$ cat config.mk
export PLATFORM = sky130hd
export DESIGN_NAME = ibex_multdiv_iter_flat
export DESIGN_NICKNAME = d
export VERILOG_FILES = /design/src/rtl/ibex_pkg.sv /design/src/rtl/ibex_multdiv_iter_if.sv /design/src/rtl/ibex_multdiv_iter_chk.sv /design/src/rtl/ibex_multdiv_iter_step.sv /design/src/rtl/ibex_multdiv_iter.sv /design/src/flat_wrapper.sv
export SDC_FILE = /design/constraint.sdc
export NUM_CORES = 1
export LEC_CHECK = 0
export ABC_AREA = 1
export BUFFER_PORTS_ARGS = -buffer_cell sky130_fd_sc_hd__buf_2
export CAP_MARGIN = 20
export CELL_PAD_IN_SITES_DETAIL_PLACEMENT = 1
export CELL_PAD_IN_SITES_GLOBAL_PLACEMENT = 1
export CORE_UTILIZATION = 44
export CTS_CLUSTER_DIAMETER = 40
export CTS_CLUSTER_SIZE = 16
export DETAILED_ROUTE_END_ITERATION = 6
export GPL_TIMING_DRIVEN = 0
export HOLD_SLACK_MARGIN = 0.06
export PLACE_DENSITY = 0.81
export SLEW_MARGIN = 20
export SYNTH_ARGS = -nofsm -noshare
export SYNTH_HDL_FRONTEND = slang
export SYNTH_HIERARCHICAL = 1
export SYNTH_SLANG_ARGS = --single-unit
$ cat constraint.sdc
create_clock -name clk_i -period 3.2 [get_ports clk_i]
set_clock_uncertainty 0.1 [all_clocks]
set_input_delay 0.48 -clock clk_i [delete_from_list [all_inputs] [get_ports clk_i]]
set_output_delay 0.48 -clock clk_i [all_outputs]
set_load 0.05 [all_outputs]
$ cat src/rtl/ibex_pkg.sv
// Shared ibex types used by the iterative multiply/divide unit.
package ibex_pkg;

    // Multiply/divide operation selector.
    typedef enum logic [1:0] {
        MD_OP_MULL = 2'b00,
        MD_OP_MULH = 2'b01,
        MD_OP_DIV  = 2'b10,
        MD_OP_REM  = 2'b11
    } md_op_e;

    // Control states of the iterative multiply/divide unit.
    typedef enum logic [2:0] {
        MD_ITER_IDLE = 3'd0,
        MD_ITER_PREP = 3'd1,
        MD_ITER_ITER = 3'd2,
        MD_ITER_FIX  = 3'd3,
        MD_ITER_DONE = 3'd4
    } md_iter_state_e;

    // True for the operations that run the restoring divider.
    function automatic logic md_is_div(md_op_e op);
        return (op == MD_OP_DIV) || (op == MD_OP_REM);
    endfunction

endpackage

$ cat src/rtl/ibex_multdiv_iter_if.sv
// Request/response handshake bundle of the iterative multiply/divide unit.
interface ibex_multdiv_iter_if #(
    parameter int Width = 32
);
    import ibex_pkg::*;

    logic             req_valid_i;
    logic             req_ready_o;
    md_op_e           operator_i;
    logic [1:0]       signed_mode_i;
    logic [Width-1:0] op_a_i;
    logic [Width-1:0] op_b_i;
    logic             data_ind_timing_i;
    logic             flush_i;
    logic             rsp_valid_o;
    logic             rsp_ready_i;
    logic [Width-1:0] rsp_result_o;
    logic             busy_o;

    // The unit itself.
    modport slave (
        input  req_valid_i, operator_i, signed_mode_i, op_a_i, op_b_i,
        input  data_ind_timing_i, flush_i, rsp_ready_i,
        output req_ready_o, rsp_valid_o, rsp_result_o, busy_o
    );

    // The requester / result consumer.
    modport master (
        output req_valid_i, operator_i, signed_mode_i, op_a_i, op_b_i,
        output data_ind_timing_i, flush_i, rsp_ready_i,
        input  req_ready_o, rsp_valid_o, rsp_result_o, busy_o
    );

endinterface

$ cat src/rtl/ibex_multdiv_iter_chk.sv
// Parameter legality and handshake properties of the multiply/divide unit.
module ibex_multdiv_iter_chk #(
    parameter int Width        = 32,
    parameter int BitsPerCycle = 1
) (
    input logic             clk_i,
    input logic             rst_ni,
    input logic             i_rsp_valid,
    input logic             i_rsp_ready,
    input logic             i_req_ready,
    input logic [Width-1:0] i_rsp_result
);

    if (!((BitsPerCycle == 1) || (BitsPerCycle == 2) || (BitsPerCycle == 4)) ||
        ((Width % BitsPerCycle) != 0) || ((Width % 2) != 0) || (Width < 8)) begin : g_bad_params
        $error("ibex_multdiv_iter: illegal Width/BitsPerCycle combination");
    end

    a_result_stable: assert property (@(posedge clk_i) disable iff (!rst_ni)
        (i_rsp_valid && !i_rsp_ready) |=> $stable(i_rsp_result));

    a_ready_not_valid: assert property (@(posedge clk_i) disable iff (!rst_ni)
        i_req_ready |-> !i_rsp_valid);

endmodule

$ cat src/rtl/ibex_multdiv_iter_step.sv
// One radix-2 step: shift-add (multiply, LSB-first on the multiplier in i_lo)
// or compare-subtract-shift (restoring divide, dividend/quotient in i_lo).
module ibex_multdiv_iter_step #(
    parameter int Width = 32
) (
    input  logic             i_div,
    input  logic [Width:0]   i_hi,
    input  logic [Width-1:0] i_lo,
    input  logic [Width-1:0] i_opnd,
    output logic [Width:0]   o_hi,
    output logic [Width-1:0] o_lo
);

    logic [Width:0]   w_sum;
    logic [Width:0]   w_shift;
    logic [Width+1:0] w_diff;
    logic             w_borrow;

    // Multiply: bit 0 of the multiplier decides whether the multiplicand is added.
    assign w_sum    = i_hi + (i_lo[0] ? {1'b0, i_opnd} : {(Width+1){1'b0}});
    // Divide: partial remainder picks up the next dividend bit, then trial-subtract.
    assign w_shift  = {i_hi[Width-1:0], i_lo[Width-1]};
    assign w_diff   = {1'b0, w_shift} - {2'b00, i_opnd};
    assign w_borrow = w_diff[Width+1];

    // Select the step result for the active mode.
    always_comb begin
        if (i_div) begin
            o_hi = w_borrow ? w_shift : w_diff[Width:0];
            o_lo = {i_lo[Width-2:0], ~w_borrow};
        end else begin
            o_hi = {1'b0, w_sum[Width:1]};
            o_lo = {w_sum[0], i_lo[Width-1:1]};
        end
    end

endmodule

$ cat src/rtl/ibex_multdiv_iter.sv
// Iterative multiply/divide unit with its own adder chain and state.
// Retires BitsPerCycle product/quotient bits per cycle over a Width datapath.
module ibex_multdiv_iter
    import ibex_pkg::*;
#(
    parameter int Width        = 32,
    parameter int BitsPerCycle = 1
) (
    input  logic               clk_i,
    input  logic               rst_ni,
    ibex_multdiv_iter_if.slave md_if
);

    localparam int NumIter = Width / BitsPerCycle;
    localparam int CntW    = $clog2(NumIter);
    localparam logic [CntW-1:0] CntInit = CntW'(NumIter - 1);

    md_iter_state_e     r_state;
    md_op_e             r_op;
    logic [1:0]         r_signed;
    logic               r_dit;
    logic [Width:0]     r_hi;
    logic [Width-1:0]   r_lo;
    logic [Width-1:0]   r_opnd;
    logic [CntW-1:0]    r_cnt;
    logic               r_res_neg;
    logic               r_b_zero;
    logic               r_req_ready;
    logic               r_rsp_valid;
    logic               r_busy;
    logic [Width-1:0]   r_result;

    logic               w_a_neg, w_b_neg, w_is_div, w_b_zero, w_res_neg;
    logic [Width-1:0]   w_a_abs, w_b_abs;
    logic [2*Width-1:0] w_prod, w_prod_fix;
    logic [Width-1:0]   w_quo_fix, w_rem_fix, w_fix_result;

    // In PREP r_lo/r_opnd still hold the raw latched op_a/op_b.
    assign w_a_neg   = r_signed[0] & r_lo[Width-1];
    assign w_b_neg   = r_signed[1] & r_opnd[Width-1];
    assign w_a_abs   = w_a_neg ? -r_lo : r_lo;
    assign w_b_abs   = w_b_neg ? -r_opnd : r_opnd;
    assign w_is_div  = md_is_div(r_op);
    assign w_b_zero  = (r_opnd == {Width{1'b0}});
    assign w_res_neg = (r_op == MD_OP_REM) ? w_a_neg : (w_a_neg ^ w_b_neg);

    for (genvar g = 0; g < BitsPerCycle; g++) begin : g_step
        logic [Width:0]   w_hi_in, w_hi_out;
        logic [Width-1:0] w_lo_in, w_lo_out;
        if (g == 0) begin : g_first
            assign w_hi_in = r_hi;
            assign w_lo_in = r_lo;
        end else begin : g_next
            assign w_hi_in = g_step[g-1].w_hi_out;
            assign w_lo_in = g_step[g-1].w_lo_out;
        end
        ibex_multdiv_iter_step #(.Width(Width)) u_step (
            .i_div  (w_is_div),
            .i_hi   (w_hi_in),
            .i_lo   (w_lo_in),
            .i_opnd (r_opnd),
            .o_hi   (w_hi_out),
            .o_lo   (w_lo_out)
        );
    end

    // After iterating: product = {hi,lo}; divide leaves quotient in lo, remainder in hi.
    assign w_prod     = {r_hi[Width-1:0], r_lo};
    assign w_prod_fix = r_res_neg ? -w_prod : w_prod;
    assign w_quo_fix  = r_res_neg ? -r_lo : r_lo;
    assign w_rem_fix  = r_res_neg ? -r_hi[Width-1:0] : r_hi[Width-1:0];

    // Final sign correction and half/quotient/remainder selection.
    always_comb begin
        w_fix_result = {Width{1'b0}};
        case (r_op)
            MD_OP_MULL: w_fix_result = w_prod_fix[Width-1:0];
            MD_OP_MULH: w_fix_result = w_prod_fix[2*Width-1:Width];
            MD_OP_DIV:  w_fix_result = r_b_zero ? {Width{1'b1}} : w_quo_fix;
            MD_OP_REM:  w_fix_result = w_rem_fix;
            default:    w_fix_result = {Width{1'b0}};
        endcase
    end

    // Control FSM, datapath registers and registered handshake outputs.
    always_ff @(posedge clk_i or negedge rst_ni) begin
        if (!rst_ni) begin
            r_state     <= MD_ITER_IDLE;
            r_op        <= MD_OP_MULL;
            r_signed    <= 2'b00;
            r_dit       <= 1'b0;
            r_hi        <= {(Width+1){1'b0}};
            r_lo        <= {Width{1'b0}};
            r_opnd      <= {Width{1'b0}};
            r_cnt       <= {CntW{1'b0}};
            r_res_neg   <= 1'b0;
            r_b_zero    <= 1'b0;
            r_req_ready <= 1'b1;
            r_rsp_valid <= 1'b0;
            r_busy      <= 1'b0;
            r_result    <= {Width{1'b0}};
        end else if ((r_state != MD_ITER_IDLE) && md_if.flush_i) begin
            r_state     <= MD_ITER_IDLE;
            r_req_ready <= 1'b1;
            r_rsp_valid <= 1'b0;
            r_busy      <= 1'b0;
        end else begin
            case (r_state)
                MD_ITER_IDLE: begin
                    if (md_if.req_valid_i) begin
                        r_op        <= md_if.operator_i;
                        r_signed    <= md_if.signed_mode_i;
                        r_dit       <= md_if.data_ind_timing_i;
                        r_lo        <= md_if.op_a_i;
                        r_opnd      <= md_if.op_b_i;
                        r_req_ready <= 1'b0;
                        r_busy      <= 1'b1;
                        r_state     <= MD_ITER_PREP;
                    end else begin
                        r_state     <= MD_ITER_IDLE;
                    end
                end
                MD_ITER_PREP: begin
                    r_hi      <= {(Width+1){1'b0}};
                    r_cnt     <= CntInit;
                    r_res_neg <= w_res_neg;
                    r_b_zero  <= w_b_zero;
                    if (w_is_div) begin
                        r_lo   <= w_a_abs;
                        r_opnd <= w_b_abs;
                    end else begin
                        r_lo   <= w_b_abs;
                        r_opnd <= w_a_abs;
                    end
                    if (w_is_div && w_b_zero && !r_dit) begin
                        r_result    <= (r_op == MD_OP_DIV) ? {Width{1'b1}} : r_lo;
                        r_rsp_valid <= 1'b1;
                        r_state     <= MD_ITER_DONE;
                    end else begin
                        r_state     <= MD_ITER_ITER;
                    end
                end
                MD_ITER_ITER: begin
                    r_hi <= g_step[BitsPerCycle-1].w_hi_out;
                    r_lo <= g_step[BitsPerCycle-1].w_lo_out;
                    if (r_cnt == {CntW{1'b0}}) begin
                        r_state <= MD_ITER_FIX;
                    end else begin
                        r_cnt   <= r_cnt - CntW'(1);
                    end
                end
                MD_ITER_FIX: begin
                    r_result    <= w_fix_result;
                    r_rsp_valid <= 1'b1;
                    r_state     <= MD_ITER_DONE;
                end
                MD_ITER_DONE: begin
                    if (md_if.rsp_ready_i) begin
                        r_rsp_valid <= 1'b0;
                        r_req_ready <= 1'b1;
                        r_busy      <= 1'b0;
                        r_state     <= MD_ITER_IDLE;
                    end else begin
                        r_state     <= MD_ITER_DONE;
                    end
                end
                default: begin
                    r_state     <= MD_ITER_IDLE;
                    r_req_ready <= 1'b1;
                    r_rsp_valid <= 1'b0;
                    r_busy      <= 1'b0;
                end
            endcase
        end
    end

    assign md_if.req_ready_o  = r_req_ready;
    assign md_if.rsp_valid_o  = r_rsp_valid;
    assign md_if.rsp_result_o = r_result;
    assign md_if.busy_o       = r_busy;

    ibex_multdiv_iter_chk #(.Width(Width), .BitsPerCycle(BitsPerCycle)) u_chk (
        .clk_i        (clk_i),
        .rst_ni       (rst_ni),
        .i_rsp_valid  (r_rsp_valid),
        .i_rsp_ready  (md_if.rsp_ready_i),
        .i_req_ready  (r_req_ready),
        .i_rsp_result (r_result)
    );

endmodule

$ cat src/flat_wrapper.sv
// flat-port wrapper written by rule: the top's interface ports become plain ports
module ibex_multdiv_iter_flat import ibex_pkg::*;
#(
    parameter int Width        = 32,
    parameter int BitsPerCycle = 1
)
  (clk_i, rst_ni, md_if_req_valid_i, md_if_operator_i, md_if_signed_mode_i, md_if_op_a_i, md_if_op_b_i, md_if_data_ind_timing_i, md_if_flush_i, md_if_rsp_ready_i, md_if_req_ready_o, md_if_rsp_valid_o, md_if_rsp_result_o, md_if_busy_o);
  ibex_multdiv_iter_if #(.Width(Width)) md_if_i ();
  input  logic clk_i;
  input  logic rst_ni;
  input wire logic [$bits(md_if_i.req_valid_i)-1:0] md_if_req_valid_i;
  input wire logic [$bits(md_if_i.operator_i)-1:0] md_if_operator_i;
  input wire logic [$bits(md_if_i.signed_mode_i)-1:0] md_if_signed_mode_i;
  input wire logic [$bits(md_if_i.op_a_i)-1:0] md_if_op_a_i;
  input wire logic [$bits(md_if_i.op_b_i)-1:0] md_if_op_b_i;
  input wire logic [$bits(md_if_i.data_ind_timing_i)-1:0] md_if_data_ind_timing_i;
  input wire logic [$bits(md_if_i.flush_i)-1:0] md_if_flush_i;
  input wire logic [$bits(md_if_i.rsp_ready_i)-1:0] md_if_rsp_ready_i;
  output wire logic [$bits(md_if_i.req_ready_o)-1:0] md_if_req_ready_o;
  output wire logic [$bits(md_if_i.rsp_valid_o)-1:0] md_if_rsp_valid_o;
  output wire logic [$bits(md_if_i.rsp_result_o)-1:0] md_if_rsp_result_o;
  output wire logic [$bits(md_if_i.busy_o)-1:0] md_if_busy_o;
  assign md_if_i.req_valid_i = md_if_req_valid_i;
  assign md_if_i.operator_i = md_if_operator_i;
  assign md_if_i.signed_mode_i = md_if_signed_mode_i;
  assign md_if_i.op_a_i = md_if_op_a_i;
  assign md_if_i.op_b_i = md_if_op_b_i;
  assign md_if_i.data_ind_timing_i = md_if_data_ind_timing_i;
  assign md_if_i.flush_i = md_if_flush_i;
  assign md_if_i.rsp_ready_i = md_if_rsp_ready_i;
  assign md_if_req_ready_o = md_if_i.req_ready_o;
  assign md_if_rsp_valid_o = md_if_i.rsp_valid_o;
  assign md_if_rsp_result_o = md_if_i.rsp_result_o;
  assign md_if_busy_o = md_if_i.busy_o;
  ibex_multdiv_iter #(.Width(Width), .BitsPerCycle(BitsPerCycle)) u_core (.clk_i(clk_i), .rst_ni(rst_ni), .md_if(md_if_i));
endmodule
* After elaboration in Yosys (flattened, before gate mapping)
Index checks and enable logic that the tools add are counted.
** Cells by class
- Reduce and logical (&&, ||, !) cells :: 25
- Bitwise gates (word level) :: 5
- Eq/ne operators :: 16
- $add $sub $neg :: 7
- Muxes and demuxes :: 41
** Operators by type and width (count)
- $mux W32 :: 13
- $pmux W32 S2 :: 2
- $pmux W32 S4 :: 1
- $neg A32 Y32 :: 3
- $pmux W32 S3 :: 1
- $mux W33 :: 2
- $pmux W33 S2 :: 1
- $mux W64 :: 1
- $neg A64 Y64 :: 1
- $sub A33 B32 Y34 :: 1
- $add A33 B33 Y33 :: 1
- $logic_not A32 Y1 :: 1
- $reduce_and A3 Y1 :: 7
- $pmux W3 S5 :: 1
- $mux W3 :: 4
- $mux W1 :: 10
- $pmux W5 S2 :: 1
- $eq A3 B2 Y1 const B :: 2
- $ne A2 B1 Y1 const B :: 3
- $ne A3 B1 Y1 const B :: 2
- $ne A3 B2 Y1 const B :: 2
- $pmux W1 S3 :: 2
- $reduce_bool A2 Y1 :: 3
- $reduce_bool A3 Y1 :: 2
- 20 further kinds :: 27
** Storage, ports and cells
- Register bits after elaboration :: 147
- Output and inout port bits :: 35
- Bits of input ports :: 74
- Logic and storage cells :: 108

* Longest topological paths before layout
Gate-level depths: netlist of run 1.
- Depth in word-level cells :: 7
- Gate-level depth with buffers :: 21
- Depth with buffers taken out :: 19

* Hierarchy
Netlist of run 1, hierarchy kept.
** Modules (own cells, without submodules)
- ibex_multdiv_iter :: area each 12756.0 µm², sequential area each 3679.8 µm², instances 1, cells an instance 2071
- ibex_multdiv_iter_step :: area each 6263.5 µm², sequential area each 0.0 µm², instances 1, cells an instance 1308

* Worst setup path before layout of run 1
No wires, ideal clock.
- Path kind :: register -> register
- Start point :: reg u_core.r_lo[0], in the netlist u_core/g_step[0].w_lo_in[0]
- End point :: reg u_core.r_hi[9], in the netlist u_core/g_step[0].w_hi_in[9]
- Arrival time :: 2452 ps
- Data required time :: 2970 ps
- Cell stages (with the launch flop) :: 17
- Buffers on the path :: 2
- Setup slack :: 518 ps
- Library setup time :: 130 ps
- Period minus slack after synthesis :: 2682 ps
- Path through :: dfrtp_1 -> clkbuf_1 -> clkbuf_1 -> nand2_1 -> inv_1 -> ha_1 -> fa_1 -> nand2_1 -> nand3_1 -> nand2_1 -> o21ai_0 -> a21o_1 -> or2_2 -> nand3_1 -> nand2_1 -> nand3_1 -> o21ai_0
** Between the ends
- Longest elaborated chain between the ends :: 4
** Ends and longest elaborated chain
- start: declaration :: line ibex_multdiv_iter.sv:23 : logic [Width-1:0] r_lo;
- start signal: assignment :: line ibex_multdiv_iter.sv:93 : r_lo <= {Width{1'b0}};
- start signal: assignment :: line ibex_multdiv_iter.sv:114 : r_lo <= md_if.op_a_i;
- start signal: assignment :: line ibex_multdiv_iter.sv:129 : r_lo <= w_a_abs;
- $mux W32 :: line ibex_multdiv_iter_step.sv:20 : assign w_sum = i_hi + (i_lo[0] ? {1'b0, i_opnd} : {(Width+1){1'b0}});
- $add A33 B33 Y33 :: line ibex_multdiv_iter_step.sv:20
- $mux W33 :: line ibex_multdiv_iter_step.sv:28 : if (i_div) begin
- named net u_core.g_step[0].w_hi_out[9] :: line ibex_multdiv_iter.sv:48 : logic [Width:0] w_hi_in, w_hi_out;
- $pmux W33 S2 :: line ibex_multdiv_iter.sv:108 : case (r_state)
- end signal: assignment :: line ibex_multdiv_iter.sv:92 : r_hi <= {(Width+1){1'b0}};
- end signal: assignment :: line ibex_multdiv_iter.sv:124 : r_hi <= {(Width+1){1'b0}};
- end signal: assignment :: line ibex_multdiv_iter.sv:144 : r_hi <= g_step[BitsPerCycle-1].w_hi_out;
- end: declaration :: line ibex_multdiv_iter.sv:22 : logic [Width:0] r_hi;
The timed path passes the listed nets, and every way through them passes these cells.
A chain may end at the register's enable or synchronous reset.

* Final worst setup path of run 1
- Start point :: reg u_core.r_lo[31], in the netlist u_core/g_step[0].w_lo_in[31]
- End point :: reg u_core.r_hi[32], in the netlist u_core/g_step[0].w_hi_in[32]
** Between the ends
- Longest elaborated chain between the ends :: 4
** Ends and longest elaborated chain
- $sub A33 B32 Y34 :: line ibex_multdiv_iter_step.sv:23 : assign w_diff = {1'b0, w_shift} - {2'b00, i_opnd};
- $mux W33 :: line ibex_multdiv_iter_step.sv:29 : o_hi = w_borrow ? w_shift : w_diff[Width:0];
- $mux W33 :: line ibex_multdiv_iter_step.sv:28
- named net u_core.g_step[0].w_hi_out[32] :: line ibex_multdiv_iter.sv:48
- $pmux W33 S2 :: line ibex_multdiv_iter.sv:108
The timed path passes the listed nets, and every way through them passes these cells.

==> reports/metrics.cfg, run 1 <==
[run_status]
status = finished clean

[power_and_ir_drop]
internal_power_mw = 8.65
power_switching_share = 0.660
vdd_drop_max_mv = 0.711
sequentialPowerShare = 0.178
p_per_area_nw_per_um2 = 1210
p_sw_mw = 16.8
p_comb_frac = 0.744
clockPowerShare = 0.078
leakage_nw = 11.0
total_power_mw = 25.4

[clock_tree]
clk_latency_ns = 0.48
cts_made_buffers = 17
cts_tree = built
cts.htree.levels = 4
clockBufferDepth = 2
clkTransAtPathRegs_ns = 0.06
clock_sinks = 147
clockRootBuffer = clkbuf_16

[synthesis]
synth.area.mux_share = 0
avgSynthCellArea_um2 = 5.63
synth_cell_type_count = 57
synthDominantCellAreaShare = 0.224
syn_area_um2 = 19000
synth_top_family_by_area = simple AND/OR/NAND/NOR gates
synth-edff-count = 0
synth-main-ff-cell = dfrtp_1
synth-simple-area-share = 0.441
netlist_top_cells_area = nand2_1 (22%), dfrtp_1 (19%), nand3_1 (8.7%), inv_1 (8.5%), nor2_1 (5.9%)
synthAdderAreaFrac = 0.0475
synth.most_common_cell = nand2_1
yosys_warnings = 6
synth-compound-area-share = 0.169
synth_nets = 3524
yosys_register_bits = 147
synth-xor-area-share = 0.0262
netlist_top_cells_count = nand2_1 (1133), inv_1 (431), nand3_1 (332)
netlist_instances = 3379
ys_async_sr_fraction = 1.00
ys_seq_area_frac = 0.193
yosys.area.top_type = nand2_1

[setup_path]
slowest_stage = dfrtp_2
start_kind = flip-flop
cp_slowest_stage_delay_ns = 0.48
regToRegStartpoint = u_core/g_step[0].w_lo_in[31]$_DFFE_PN0P_
crit_type = reg2reg
r2r_slack_ns = 0.09
cp.arrival_ns = 3.44
crit_fanout = 7
worst_path_most_repeated_cell = nand2_1
critPathCaptureType = flip-flop
startpoint = u_core/g_step[0].w_lo_in[31]$_DFFE_PN0P_
crit_chain = inv_1 -> ha_1 -> fa_1 -> inv_1 -> nand3_1 -> nand2_1 -> nand2_1 -> nand2_1 -> nand2_1 -> nand2_1 -> nand2_1 -> nand3_1 -> nand2_1 -> a21oi_1 -> nand3_1 -> nand2_1
cp.required_ns = 3.52

[global_route]
globalRouteOverflowTotal = 0
grt_first_pass_wirelength_um = 154000
grtUsageTotal = 0.476
antenna_found_initial = 1
grt_pass1_vias = 25000
grt_max_degree = 96

[detailed_routing]
totalWireLength_um = 105000
antenna_left = 0
initialDrtViolationCount = 2858
drc = 0
wl_per_cell_um = 25.7
vias_per_cell = 6.17
vias = 25300
dr.pass1.iters = 6

[floorplan]
core_area_um2 = 42300
io_pins = 109
die_w_um = 210
die_area_um2 = 44100
start_util = 0.449
num_rows = 75
die_height_um = 210

[sta]
max_freq_ghz = 0.321
max_slew_margin = 0.256
tightest_slew_ns = 1.11
period_needed_ns = 3.11
rsz0062_at_grt = true
fin_tns_setup_ns = 0
fin_crit_sh = 0.973
hold_viol_final = 0
drv_slew = 0
setup_viol = 0

[cells_and_area]
nets = 3654
fin_area_um2 = 21000
drive_gt1_frac = 0.104
synthToLayoutAreaGrowth_pct = 10.5
fin_cells = 4097
nFillCells = 6198
diodes = 0
fin_util = 0.496

[hold_path]
hp-start = md_if_signed_mode_i[1]
hold_path.class = in2reg

[placed_design]
placed_cell_area_um2 = 20300
hpwlAfterDp_um = 86300
place_congestion = 1.15
portBuffers = 108
place_inst = 4065

[job]
cap_violations = 0

## placed cells by master, fill, tap and decap left out, types with 17 or more instances in the layout
| cell type | synthesis | final |
|---|---|---|
| clkbuf_16 | 0 | 17 |
| nor2_1 | 300 | 297 |
| nand2_2 | 18 | 22 |
| nand2_1 | 1133 | 1129 |
| inv_1 | 431 | 431 |
| dfrtp_1 | 146 | 138 |
| xor2_1 | 40 | 40 |
| clkbuf_1 | 75 | 71 |
| o21ai_0 | 204 | 199 |
| nand3b_1 | 30 | 30 |
| o21ai_1 | 34 | 38 |
| a21oi_1 | 192 | 185 |
| a21oi_2 | 28 | 35 |
| nor2_2 | 18 | 20 |
| buf_2 | 31 | 140 |
| nor3_1 | 34 | 32 |
| inv_2 | 35 | 35 |
| nand4_1 | 50 | 50 |
| nand3_1 | 332 | 328 |
| xnor2_1 | 17 | 17 |
| ha_1 | 69 | 66 |
## power by group through the flow
stage | Combinational [mW] | Sequential, mW | Clock, mW
CTS | 18.0 | 4.35 | 2.02
global route | 20.0 | 4.48 | 2.07
detailed placement | 17.8 | 4.38 | 0
floorplan | 10.9 | 4.22 | 0
global placement | 17.3 | 4.34 | 0
finish | 18.9 | 4.53 | 1.99
## worst max-delay path, delay by kind of cell (launching register included)
kind | cells | cell delay, ns
fa+ha+maj | 2 | 0.78
buf+inv | 2 | 0.25
flops | 1 | 0.48
simple gates | 11 | 1.13
compound gates | 1 | 0.30
## state kept, by name, indices dropped and copies added (netlist names)
name	flops
u_core/r_cnt	5
u_core/r_dit	1
u_core/r_opnd	32
u_core/r_res_neg	1
u_core/md_if.rsp_result_o	32
u_core/g_step.w_lo_in	32
u_core/r_signed	2
u_core/r_op	2
u_core/md_if.busy_o	1
u_core/md_if.rsp_valid_o	1
u_core/r_state	3
u_core/g_step.w_hi_in	33
u_core/md_if.req_ready_o	1
u_core/r_b_zero	1
## through the flow
stage / setup slack (ns) / hold slack [ns]
after floorplan: 0.518 / 0.0844
after CTS: 0.00287 / 0.0866
after detailed placement: -0.499 / 0.340
after global routing: -0.0301 / 0.127
final: 0.0858 / 0.114
after global placement: -0.692 / 0.361
## final cells by class
class                      count  area [um2]  share of cell area
buffer                       123         593              0.0282
sequential                   147        3690               0.176
timing repair buffer         111         596              0.0283
clock buffer                  19         443              0.0211
inverter                     469        1760              0.0838
clock inverter                11         105             0.00500
tap                          577         722              0.0344
multi-input combinational   2640       13100               0.624
## kinds of logic (layout without fill, tap and decap cells)
group                    count (synthesis)  in the layout
AND/OR/NAND/NOR                       1960           1960
buffers and inverters                  592            733
AO/OA/AOI/OAI                          552            552
flip-flops                             147            147
adder cells (fa/ha/maj)                 71             71
XOR/XNOR                                57             57
## per-layer routing
metal,wire length (um),global-route usage
met5,0,0
met4,7760,0.312
met3,12400,0.123
met2,43600,0.708
met1,41500,0.608
## path summary, 6_finish.rpt
path,cells past startpoint,end
setup / recovery,16,u_core/g_step[0].w_hi_in[32]$_DFFE_PN0P_
hold / removal,3,u_core/r_signed[1]$_DFFE_PN0P_
setup reg to reg,16,u_core/g_step[0].w_hi_in[32]$_DFFE_PN0P_
hold reg to reg,2,u_core/md_if.rsp_result_o[0]$_DFFE_PN0P_
max in group asynchronous,3,u_core/r_opnd[8]$_DFFE_PN0P_
min in group asynchronous,2,u_core/g_step[0].w_hi_in[23]$_DFFE_PN0P_
## what timing repair did
action | CTS | global route
pin swaps | 0 | 2
endpoints found under the setup margin | 23 | 43
hold endpoints to repair | 52 | 0
setup buffers | 0 | 1
resized for setup | 8 | 46
hold buffers | 1 | 0
Note: power is estimated with default switching activity, not from simulation.
==> run 2, diff against run 1 <==
--- a/config.mk
+++ b/config.mk
@@ -20,5 +20,4 @@
 export SLEW_MARGIN = 20
 export SYNTH_ARGS = -nofsm -noshare
 export SYNTH_HDL_FRONTEND = slang
-export SYNTH_HIERARCHICAL = 1
 export SYNTH_SLANG_ARGS = --single-unit
==> run 2 against run 1 <==
Compared with the run above: the flow now finishes with violations (negative setup slack); worst setup slack worse by 0.19 ns; synthesized area decreased by 6.2%; sequential power rose by 0.9%; clock power rose by 8%; sequential cell count stayed put; largest cell class unchanged.
==> reports/metrics.cfg, run 2 <==
[power_and_ir_drop]
p_comb_frac = 0.755  ; +0.011
power_switching_share = 0.664  ; +0.00384
sequentialPowerShare = 0.167  ; -0.011
vdd_drop_max_mv = 0.685  ; -3.6%
p_sw_mw = 18.2  ; +8.5%
leakage_nw = 9.67  ; -12%
internal_power_mw = 9.22  ; +6.6%
clockPowerShare = 0.078  ; about the same
total_power_mw = 27.4  ; +7.8%
p_per_area_nw_per_um2 = 1380  ; +14%

[synthesis]
yosys_warnings = 0  ; -6
avgSynthCellArea_um2 = 5.75  ; +2.1%
synth_cell_type_count = 59  ; +3.5%
synth-compound-area-share = 0.188  ; +0.0184
ys_async_sr_fraction = 1.00  ; unchanged
syn_area_um2 = 17800  ; -6.2%
synthAdderAreaFrac = 0.0507  ; +0.00317
synth-main-ff-cell = dfrtp_1
yosys.area.top_type = nand2_1
synth.most_common_cell = nand2_1
synthDominantCellAreaShare = 0.208  ; -0.0152
synth-xor-area-share = 0.0285  ; +0.00224
synth-edff-count = 0  ; unchanged
ys_seq_area_frac = 0.206  ; +0.0129
synth.area.mux_share = 0  ; unchanged
netlist_instances = 3102  ; -8.2%
netlist_top_cells_count = nand2_1 (990), nand3_1 (323), inv_1 (308)
synth_top_family_by_area = simple AND/OR/NAND/NOR gates
synth-simple-area-share = 0.423  ; -0.0180
netlist_top_cells_area = nand2_1 (21%), dfrtp_1 (20%), nand3_1 (9.1%), a21oi_1 (6.8%), inv_1 (6.5%)
synth_nets = 3247  ; -7.9%
yosys_register_bits = 147  ; unchanged

[setup_path]
regToRegStartpoint = u_core.r_op[1]$_DFFE_PN0P_
cp_slowest_stage_delay_ns = 1.00  ; +0.52 ns
cp.required_ns = 3.54  ; +0.02 ns
slowest_stage = clkbuf_1
crit_type = reg2reg
critPathCaptureType = flip-flop
start_kind = flip-flop
crit_fanout = 10  ; +3
reg2reg_depth = 8  ; -8
crit_chain = buf_2 -> inv_2 -> buf_2 -> clkbuf_1 -> nand3_1 -> nand2_1 -> nand2_1 -> a21oi_1
r2r_end = u_core.md_if.rsp_result_o[3]$_DFFE_PN0P_
cp.arrival_ns = 3.64  ; +0.20 ns
r2r_slack_ns = -0.10  ; -0.19 ns

[global_route]
grt_max_degree = 93  ; -3.1%
grtUsageTotal = 0.506  ; +0.0304
antenna_found_initial = 1  ; unchanged
grt_first_pass_wirelength_um = 153000  ; -1.1%
grt_pass1_vias = 23800  ; -5.0%
globalRouteOverflowTotal = 0  ; unchanged

[detailed_routing]
antenna_left = 0  ; unchanged
initialDrtViolationCount = 3485  ; +22%
wl_per_cell_um = 28.0  ; +9.0%
totalWireLength_um = 106000  ; +0.54%
dr.pass1.iters = 6  ; unchanged
vias = 24500  ; -3.1%
drc = 0  ; unchanged
vias_per_cell = 6.48  ; +5.0%

[sta]
period_needed_ns = 3.30  ; +0.188 ns
fin_crit_sh = 1.03  ; +0.0586
rsz0062_at_grt = true
max_freq_ghz = 0.303  ; -5.7%
drv_slew = 0  ; unchanged
fin_hold_ws_ns = 0.0584  ; -0.0561 ns
max_slew_margin = 0.139  ; -0.116
tightest_slew_ns = 1.29  ; +0.186 ns
hold_viol_final = 0  ; unchanged
worst_slack_ns = -0.102  ; -0.188 ns
setup_viol = 6  ; +6

[hold_path]
hold_depth = 3  ; unchanged
hold_end = u_core.r_signed[1]$_DFFE_PN0P_
hp-start = md_if_signed_mode_i[1]
hold_path.class = in2reg

[clock_tree]
clkTransAtPathRegs_ns = 0.08  ; +0.02 ns
cts_made_buffers = 17  ; unchanged
clockBufferDepth = 2  ; unchanged
clockRootBuffer = clkbuf_16
cts_tree = built
cts.htree.levels = 4  ; unchanged
clk_latency_ns = 0.52  ; +0.04 ns
clock_sinks = 147  ; unchanged

[cells_and_area]
mostFrequentLayoutCell = nand2_1
drive_gt1_frac = 0.108  ; +0.00423
final_cell_mix = nand2_1 (984), nand3_1 (321), inv_1 (305)
synthToLayoutAreaGrowth_pct = 11.5
nets = 3385  ; -7.4%
fin_cells = 3779  ; -7.8%
largest_register_ffs = 33  ; unchanged

[floorplan]
die_height_um = 203  ; -3.1%
die_area_um2 = 41300  ; -6.2%
core_area_um2 = 39800  ; -5.9%
die_w_um = 203  ; -3.1%
start_util = 0.448  ; -0.00165
num_rows = 73  ; -2.7%
io_pins = 109  ; unchanged

[placed_design]
portBuffers = 107  ; -0.93%
place_congestion = 1.13  ; -1.5%
dpl_worst_slack_ns = -0.664  ; -0.165 ns
hpwlAfterDp_um = 86100  ; -0.30%
place_inst = 3735  ; -8.1%

[run_status]
status = finished with violations
violations = negative setup slack

[job]
cap_violations = 0  ; unchanged

==> run 2: cell types whose count changed in the layout (fill, tap and decap cells not counted), moves of 19 or more <==
cell      change
o21ai_1      +28
a21oi_1      +55
o21ai_0      -28
a21oi_2      -29
o211ai_1     +19
inv_1       -126
nand2_1     -145
clkbuf_1     -25
==> run 2: cell families (layout without fill, tap and decap cells) <==
family / count (synthesis) / in the layout
xor gates and xnor gates: 58 / 58
adders and majority gates: 71 / 71
DFF: 147 / 147
and+or+nand+nor: 1771 / 1771
buffers and inverters: 458 / 609
AOI/OAI and AO/OA: 597 / 597
other: 0 / 1
==> run 2: power groups by stage <==
stage          clock (mW)  combinational (mW)  sequential, mW
2_1_floorplan           0                11.7            4.23
3_3_place_gp            0                18.6            4.31
3_5_place_dp            0                19.2            4.36
4_1_cts              2.12                19.4            4.34
5_1_grt              2.16                21.7            4.50
6_report             2.14                20.7            4.57
==> run 2: layout make-up <==
type	instances	area, um2
Clock inverter	14	141
Inverter	346	1310
Timing Repair Buffer	119	658
Tap cell	525	657
Antenna cell	1	2.50
Sequential cell	147	3700
Fill cell	5754	19900
Buffer	112	564
Clock buffer	18	439
Multi-Input combinational cell	2497	12400
==> run 2: per-layer routing <==
metal	vias up	part of all wire	GRT usage
li1	10500	-	-
met1	11800	0.39	0.663
met2	1755	0.40	0.715
met3	433	0.14	0.182
met4	2	0.066	0.283
met5	-	0.00010	0
==> run 2: worst max-delay path, delay by kind of cell, from the launching register on <==
kind            cells  cell delay (ns)
simple gates        3             0.74
compound gates      1             0.12
flops               1             0.37
buf+inv             4             1.89
==> run 2: per-stage QoR <==
stage / setup TNS, ns / cell area, um2 / util
6_report: -0.305 / 19900 / 0.499
5_1_grt: -0.123 / 19900 / 0.499
4_1_cts: 0 / 19700 / 0.495
3_5_place_dp: -6.24 / 19100 / 0.479
3_3_place_gp: -113.33 / 19000 / 0.478
2_1_floorplan: 0 / 17800 / -
==> run 2: how the worst max path moves through the flow <==
| stage | end | from | cells after the start |
|---|---|---|---|
| finish | u_core.md_if.rsp_result_o[3]$_DFFE_PN0P_ | u_core.r_op[1]$_DFFE_PN0P_ | 8 |
| floorplan | u_core.g_step[0].w_hi_in[29]$_DFFE_PN0P_ | u_core.g_step[0].w_lo_in[0]$_DFFE_PN0P_ | 21 |
| global placement | u_core.md_if.rsp_valid_o$_DFFE_PN0P_ | rst_ni | 1 |
| detailed placement | u_core.g_step[0].w_hi_in[9]$_DFFE_PN0P_ | u_core.g_step[0].w_lo_in[0]$_DFFE_PN0P_ | 18 |
| global route | u_core.g_step[0].w_hi_in[18]$_DFFE_PN0P_ | u_core.r_op[1]$_DFFE_PN0P_ | 7 |
| CTS | u_core.g_step[0].w_hi_in[9]$_DFFE_PN0P_ | u_core.g_step[0].w_lo_in[0]$_DFFE_PN0P_ | 18 |
==> run 2: what timing repair did <==
item                                    4_1_cts  5_1_grt
buffers inserted                              3        7
resized for setup                            14       49
pin swaps                                     2        1
endpoints found under the setup margin       26       55
hold buffers                                  1        0
hold endpoints to repair                     55        0
